`src/rtl/key_event_debounce_if.sv`:
```
// Key pads in, debounced levels and one-cycle event pulses out.
// The master side drives the pads; the slave side is the debouncer.
interface key_event_debounce_if #(
    parameter int N = 1
);
    logic         enable;
    logic [N-1:0] key_in;
    logic [N-1:0] key_state;
    logic [N-1:0] press_pulse;
    logic [N-1:0] release_pulse;
    logic [N-1:0] long_pulse;
    logic [N-1:0] repeat_pulse;

    modport master (
        output enable, key_in,
        input  key_state, press_pulse, release_pulse, long_pulse, repeat_pulse
    );

    modport slave (
        input  enable, key_in,
        output key_state, press_pulse, release_pulse, long_pulse, repeat_pulse
    );
endinterface

```
`src/rtl/key_event_debounce.sv`:
```
// N-channel key debouncer with press, release, long-press and auto-repeat events.
// Each channel is an independent lane: 2-flop synchroniser followed by a debounce/hold FSM.
module key_event_debounce_lane #(
    parameter int ACTIVE_LOW = 1,
    parameter int CNT_NUM    = 240000,
    parameter int LONG_NUM   = 6000000,
    parameter int REPEAT_EN  = 0,
    parameter int REPEAT_NUM = 1200000
) (
    input  logic clk,
    input  logic rst_n,
    input  logic enable,
    input  logic key_in,
    output logic key_state,
    output logic press_pulse,
    output logic release_pulse,
    output logic long_pulse,
    output logic repeat_pulse
);
    localparam int CW       = $clog2(CNT_NUM);
    localparam int HOLD_MAX = (LONG_NUM > REPEAT_NUM) ? LONG_NUM : REPEAT_NUM;
    localparam int HW       = $clog2(HOLD_MAX);
    localparam logic [CW-1:0] CNT_LAST  = CW'(CNT_NUM - 1);
    localparam logic [HW-1:0] LONG_LAST = HW'(LONG_NUM - 1);
    localparam logic [HW-1:0] REP_LAST  = HW'(REPEAT_NUM - 1);
    localparam logic          RELEASED  = (ACTIVE_LOW != 0);

    typedef enum logic [1:0] {IDLE, PRESS_WAIT, PRESSED, RELEASE_WAIT} state_t;

    state_t        state;
    logic          sync1, sync2, ks, long_done;
    logic [CW-1:0] deb_cnt;
    logic [HW-1:0] hold_cnt;

    // Synchroniser resets to the released level so reset never looks like a press.
    always_ff @(posedge clk or negedge rst_n) begin
        if (!rst_n) begin
            sync1 <= RELEASED;
            sync2 <= RELEASED;
        end else begin
            sync1 <= key_in;
            sync2 <= sync1;
        end
    end

    assign ks = sync2 ^ RELEASED;

    always_ff @(posedge clk or negedge rst_n) begin
        if (!rst_n) begin
            state         <= IDLE;
            deb_cnt       <= '0;
            hold_cnt      <= '0;
            long_done     <= 1'b0;
            key_state     <= 1'b0;
            press_pulse   <= 1'b0;
            release_pulse <= 1'b0;
            long_pulse    <= 1'b0;
            repeat_pulse  <= 1'b0;
        end else begin
            press_pulse   <= 1'b0;
            release_pulse <= 1'b0;
            long_pulse    <= 1'b0;
            repeat_pulse  <= 1'b0;
            if (!enable) begin
                state     <= IDLE;
                deb_cnt   <= '0;
                hold_cnt  <= '0;
                long_done <= 1'b0;
                key_state <= 1'b0;
            end else begin
                case (state)
                    IDLE: if (ks) begin
                        state   <= PRESS_WAIT;
                        deb_cnt <= '0;
                    end
                    PRESS_WAIT: begin
                        if (!ks) state <= IDLE;
                        else if (deb_cnt == CNT_LAST) begin
                            state       <= PRESSED;
                            key_state   <= 1'b1;
                            press_pulse <= 1'b1;
                            hold_cnt    <= '0;
                            long_done   <= 1'b0;
                        end else deb_cnt <= deb_cnt + CW'(1);
                    end
                    PRESSED: begin
                        // hold_cnt is frozen while a possible release is being debounced
                        if (!ks) begin
                            state   <= RELEASE_WAIT;
                            deb_cnt <= '0;
                        end else if (!long_done) begin
                            if (hold_cnt == LONG_LAST) begin
                                long_pulse <= 1'b1;
                                long_done  <= 1'b1;
                                hold_cnt   <= '0;
                            end else hold_cnt <= hold_cnt + HW'(1);
                        end else if (REPEAT_EN != 0) begin
                            if (hold_cnt == REP_LAST) begin
                                repeat_pulse <= 1'b1;
                                hold_cnt     <= '0;
                            end else hold_cnt <= hold_cnt + HW'(1);
                        end
                    end
                    RELEASE_WAIT: begin
                        if (ks) state <= PRESSED;
                        else if (deb_cnt == CNT_LAST) begin
                            state         <= IDLE;
                            key_state     <= 1'b0;
                            release_pulse <= 1'b1;
                        end else deb_cnt <= deb_cnt + CW'(1);
                    end
                    default: state <= IDLE;
                endcase
            end
        end
    end
endmodule

module key_event_debounce #(
    parameter int N          = 1,
    parameter int ACTIVE_LOW = 1,
    parameter int CNT_NUM    = 240000,
    parameter int LONG_NUM   = 6000000,
    parameter int REPEAT_EN  = 0,
    parameter int REPEAT_NUM = 1200000
) (
    input  logic                 clk,
    input  logic                 rst_n,
    key_event_debounce_if.slave  bus
);
    logic [N-1:0] key_state, press_pulse, release_pulse, long_pulse, repeat_pulse;

    for (genvar i = 0; i < N; i++) begin : g_lane
        key_event_debounce_lane #(
            .ACTIVE_LOW (ACTIVE_LOW),
            .CNT_NUM    (CNT_NUM),
            .LONG_NUM   (LONG_NUM),
            .REPEAT_EN  (REPEAT_EN),
            .REPEAT_NUM (REPEAT_NUM)
        ) u_lane (
            .clk           (clk),
            .rst_n         (rst_n),
            .enable        (bus.enable),
            .key_in        (bus.key_in[i]),
            .key_state     (key_state[i]),
            .press_pulse   (press_pulse[i]),
            .release_pulse (release_pulse[i]),
            .long_pulse    (long_pulse[i]),
            .repeat_pulse  (repeat_pulse[i])
        );
    end

    assign bus.key_state     = key_state;
    assign bus.press_pulse   = press_pulse;
    assign bus.release_pulse = release_pulse;
    assign bus.long_pulse    = long_pulse;
    assign bus.repeat_pulse  = repeat_pulse;
endmodule

```
`src/flat_wrapper.sv`:
```
// flat-port wrapper written by rule: the top's interface ports become plain ports
module key_event_debounce_flat 
#(
    parameter int N          = 1,
    parameter int ACTIVE_LOW = 1,
    parameter int CNT_NUM    = 240000,
    parameter int LONG_NUM   = 6000000,
    parameter int REPEAT_EN  = 0,
    parameter int REPEAT_NUM = 1200000
)
  (clk, rst_n, bus_enable, bus_key_in, bus_key_state, bus_press_pulse, bus_release_pulse, bus_long_pulse, bus_repeat_pulse);
  key_event_debounce_if #(.N(N)) bus_i ();
  input  logic clk;
  input  logic rst_n;
  input wire logic [$bits(bus_i.enable)-1:0] bus_enable;
  input wire logic [$bits(bus_i.key_in)-1:0] bus_key_in;
  output wire logic [$bits(bus_i.key_state)-1:0] bus_key_state;
  output wire logic [$bits(bus_i.press_pulse)-1:0] bus_press_pulse;
  output wire logic [$bits(bus_i.release_pulse)-1:0] bus_release_pulse;
  output wire logic [$bits(bus_i.long_pulse)-1:0] bus_long_pulse;
  output wire logic [$bits(bus_i.repeat_pulse)-1:0] bus_repeat_pulse;
  assign bus_i.enable = bus_enable;
  assign bus_i.key_in = bus_key_in;
  assign bus_key_state = bus_i.key_state;
  assign bus_press_pulse = bus_i.press_pulse;
  assign bus_release_pulse = bus_i.release_pulse;
  assign bus_long_pulse = bus_i.long_pulse;
  assign bus_repeat_pulse = bus_i.repeat_pulse;
  key_event_debounce #(.N(N), .ACTIVE_LOW(ACTIVE_LOW), .CNT_NUM(CNT_NUM), .LONG_NUM(LONG_NUM), .REPEAT_EN(REPEAT_EN), .REPEAT_NUM(REPEAT_NUM)) u_core (.clk(clk), .rst_n(rst_n), .bus(bus_i));
endmodule
```
`config.mk`:
```
export PLATFORM = sky130hd
export DESIGN_NAME = key_event_debounce_flat
export DESIGN_NICKNAME = d
export VERILOG_FILES = /design/src/rtl/key_event_debounce_if.sv /design/src/rtl/key_event_debounce.sv /design/src/flat_wrapper.sv
export SDC_FILE = /design/constraint.sdc
export NUM_CORES = 1
export LEC_CHECK = 0
export CAP_MARGIN = 30
export CORE_MARGIN = 2
export CORE_UTILIZATION = 61
export DETAILED_ROUTE_END_ITERATION = 8
export HOLD_SLACK_MARGIN = 0.12
export PLACE_DENSITY = 0.79
export SLEW_MARGIN = 15
export SYNTH_ARGS = -nofsm -noshare
export SYNTH_HDL_FRONTEND = slang
export SYNTH_SLANG_ARGS = --single-unit
```
`constraint.sdc`:
```
create_clock -name clk -period 3.11 [get_ports clk]
set_input_delay 0.311 -clock clk [delete_from_list [all_inputs] [get_ports clk]]
set_output_delay 0.311 -clock clk [all_outputs]
set_load 0.02 [all_outputs]
```
==> qor.yml <==
run_status:
  status: "finished clean"
layout:
  antenna_cells: 0
  final_cell_mix: "dfrtp_1, nand2_1, nand3_1, nor2_1, a21oi_1"
  fillers: 347
  seqCellArea_um2: 1250
  drive_above_1_share_pct: 7.65
  layout.cells.non_filler: 379
  multi_input_area_um2: 1430
  areaGrowthSynthToFinish_pct: 9.22
  nNetsFinal: 332
  final_common_cell: "dfrtp_1"
pwr:
  ir_drop_mv: 0.281
  combinationalPowerShare_pct: 5.2
  leakage_uw: 0.00127
  switching_share_pct: 22.6
  internal_power_uw: 915
  power_switching_uw: 268
  seqPwrFrac_pct: 55.9
  p_per_area_nw_per_um2: 387
  power_frac_clock_pct: 38.9
synth:
  yosysWarnings: 0
  postSynthCellCount: 317
  yosysSeqAreaShare_pct: 44.8
  syn_avg_cell_area_um2: 8.82
  syn_nets: 323
  synth.distinct_cells: 50
  ys_ff_latch: 50
  async_flop_share_pct: 100
  synth_edf_count: 0
  netlist_area_um2: 2800
  synth_flop_cell: "dfrtp_1"
route:
  drt_first_pass_iters: 5
  drt_iter0_markers: 190
  postRouteWirelength_mm: 5.96
  wl_per_cell_um: 15.7
  routed_via_density: 6.48
  drc: 0
  num_vias: 2457
  ant_nets: 0
placement:
  placed_cells: 369
  globalplace.congestion: 0.872
  dp_hpwl_mm: 4.20
  port_buffers: 7
die:
  die_area_um2: 5140
  start_util_pct: 63.8
  die_h_um: 71.7
  core_area_um2: 4380
  io_pins: 9
  rows: 24
  die_w_um: 71.7
clocking:
  clock_latency_ns: 0.31
  cts.clk_slew.worst_paths_ns: 0.09
  clockBufferDepth: 2
  cts_setup_buffers: 0
  cts_buffers: 5
  clockRootBuffer: "clkbuf_8"
  htreeDepth: 2
  cts_tree: "done"
  cts.sinks: 50
timing:
  drv_slew: 0
  max_freq_ghz: 0.389
  whs_ns: 0.373
  finalClockSkew_ns: 0.0130
  post-route-period-util_pct: 82.6
  hold_viol_final: 0
  period_needed_ns: 2.57
  rsz0062_at_grt: "no"
  finalSetupViolCount: 0
  tns_ns: 0
  worst_pin_slew_ns: 0.880
  slew_headroom_pct: 40.8
critical_path:
  crit_fanout: 7
  worstSetupPathType: "reg2reg"
  cp-start-kind: "register"
  required_ns: 3.29
  endpoint_kind: "register"
  crit_arrival_ns: 2.74
global_route:
  grt_max_degree: 27
  grt_usage_pct: 25.5
  grt_pass1_wl_mm: 10.5
  grt_pass1_vias: 2294
  antenna_found_initial: 0
  gr-total-overflow: 0
worst_hold_path:
  hp-class: "reg2reg"
flow_run:
  drv_cap: 0
cells by family (layout without fill, tap and decap cells):
family	count (synthesis)	count (layout)	synth area share, %
adder cells (fa/ha/maj)	2	2	0.895
XOR/XNOR	8	8	2.51
AO/OA/AOI/OAI	73	73	17.2
multiplexers	4	4	1.43
buffers and inverters	28	38	4.25
flip-flops	50	50	44.8
other	1	1	0.134
AND/OR/NAND/NOR	151	151	28.7
metrics by stage:
stage	utilization (%)	total power [uW]	setup slack (ns)	cell area [um2]
floorplan	-	703	0.836	2800
global placement	66.3	730	0.622	2910
detailed placement	66.8	733	0.573	2930
CTS	69.5	1190	0.557	3050
global route	69.7	1220	0.397	3050
finish	69.7	1180	0.543	3050
worst max-delay path, stage by stage, from the launching register on:
cell and delay [ns]:
dfrtp_1 0.45, or4b_1 0.50, or4_1 0.66, o31ai_4 0.39, or2_1 0.33, o22ai_1 0.12
cells in the mapped netlist, types with 3 or more instances:
library cell / count / area share (%)
nor3_1: 6 / 1.1
nand2b_1: 6 / 1.3
nand4_1: 15 / 3.4
xor2_1: 7 / 2.2
and3_1: 10 / 2.2
dfrtp_1: 48 / 43
a221o_1: 3 / 1.1
a21oi_1: 18 / 3.2
nor4_1: 9 / 2.0
or3_1: 5 / 1.1
a211oi_1: 6 / 1.6
o31ai_1: 4 / 1.1
o21ai_0: 16 / 2.9
or4_1: 5 / 1.3
nand2_1: 32 / 4.3
mux2i_1: 4 / 1.4
a21o_1: 7 / 1.9
nor2_1: 22 / 3.0
o21ai_2: 3 / 0.94
nand3_1: 24 / 4.3
clkbuf_1: 9 / 1.2
and2_1: 5 / 1.1
a31oi_1: 6 / 1.3
inv_1: 15 / 2.0
layout make-up:
| type | count | share of cell area [%] |
|---|---|---|
| clock buffer | 6 | 2.38 |
| clock inverter | 2 | 1.23 |
| multi-input combinational | 239 | 46.8 |
| inverter | 15 | 1.84 |
| sequential | 50 | 41.0 |
| timing repair buffer | 15 | 4.59 |
| tap | 52 | 2.13 |
power by group through the flow:
stage | clock, uW | combinational, uW | sequential [uW]
after floorplan | 0 | 30.8 | 672
after detailed placement | 0 | 59.2 | 674
after global placement | 0 | 56.2 | 674
after CTS | 469 | 60.6 | 661
after global routing | 494 | 68.9 | 662
final | 460 | 61.0 | 661
worst paths after layout:
path	from	cells after the start	slack (ns)	to
max in group asynchronous	rst_n	3	1.98	u_core.g_lane[0].u_lane.sync2
hold / removal	u_core.g_lane[0].u_lane.sync1	0	0.37	u_core.g_lane[0].u_lane.sync2
hold reg to reg	u_core.g_lane[0].u_lane.sync1	0	0.37	u_core.g_lane[0].u_lane.sync2
min in group asynchronous	rst_n	2	0.52	u_core.g_lane[0].u_lane.hold_cnt[3]
setup / recovery	u_core.g_lane[0].u_lane.deb_cnt[10]	5	0.54	u_core.g_lane[0].u_lane.deb_cnt[2]
setup reg to reg	u_core.g_lane[0].u_lane.deb_cnt[10]	5	0.54	u_core.g_lane[0].u_lane.deb_cnt[2]
flip-flops by register name (all words and copies together) (netlist names):
name                                cells
u_core.g_lane.u_lane.release_pulse      1
u_core.g_lane.u_lane.sync2              1
u_core.g_lane.u_lane.key_state          1
u_core.g_lane.u_lane.state              2
u_core.g_lane.u_lane.press_pulse        1
u_core.g_lane.u_lane.sync1              1
u_core.g_lane.u_lane.long_done          1
u_core.g_lane.u_lane.long_pulse         1
u_core.g_lane.u_lane.hold_cnt          23
u_core.g_lane.u_lane.deb_cnt           18
metal layers:
layer,wire (um),vias up,GRT usage [%],part of all wire (%)
met5,0,-,0,0
met4,93,0,6.92,1.6
met3,247,11,5.20,4.1
met2,3000,69,42.6,50
met1,2620,1194,34.0,44
li1,-,1183,-,-
repair_timing:
action	CTS	global route
hold buffers	1	0
endpoints found under the hold margin	23	0
gates resized for setup	0	0
Note: power is estimated with default switching activity, not from simulation.
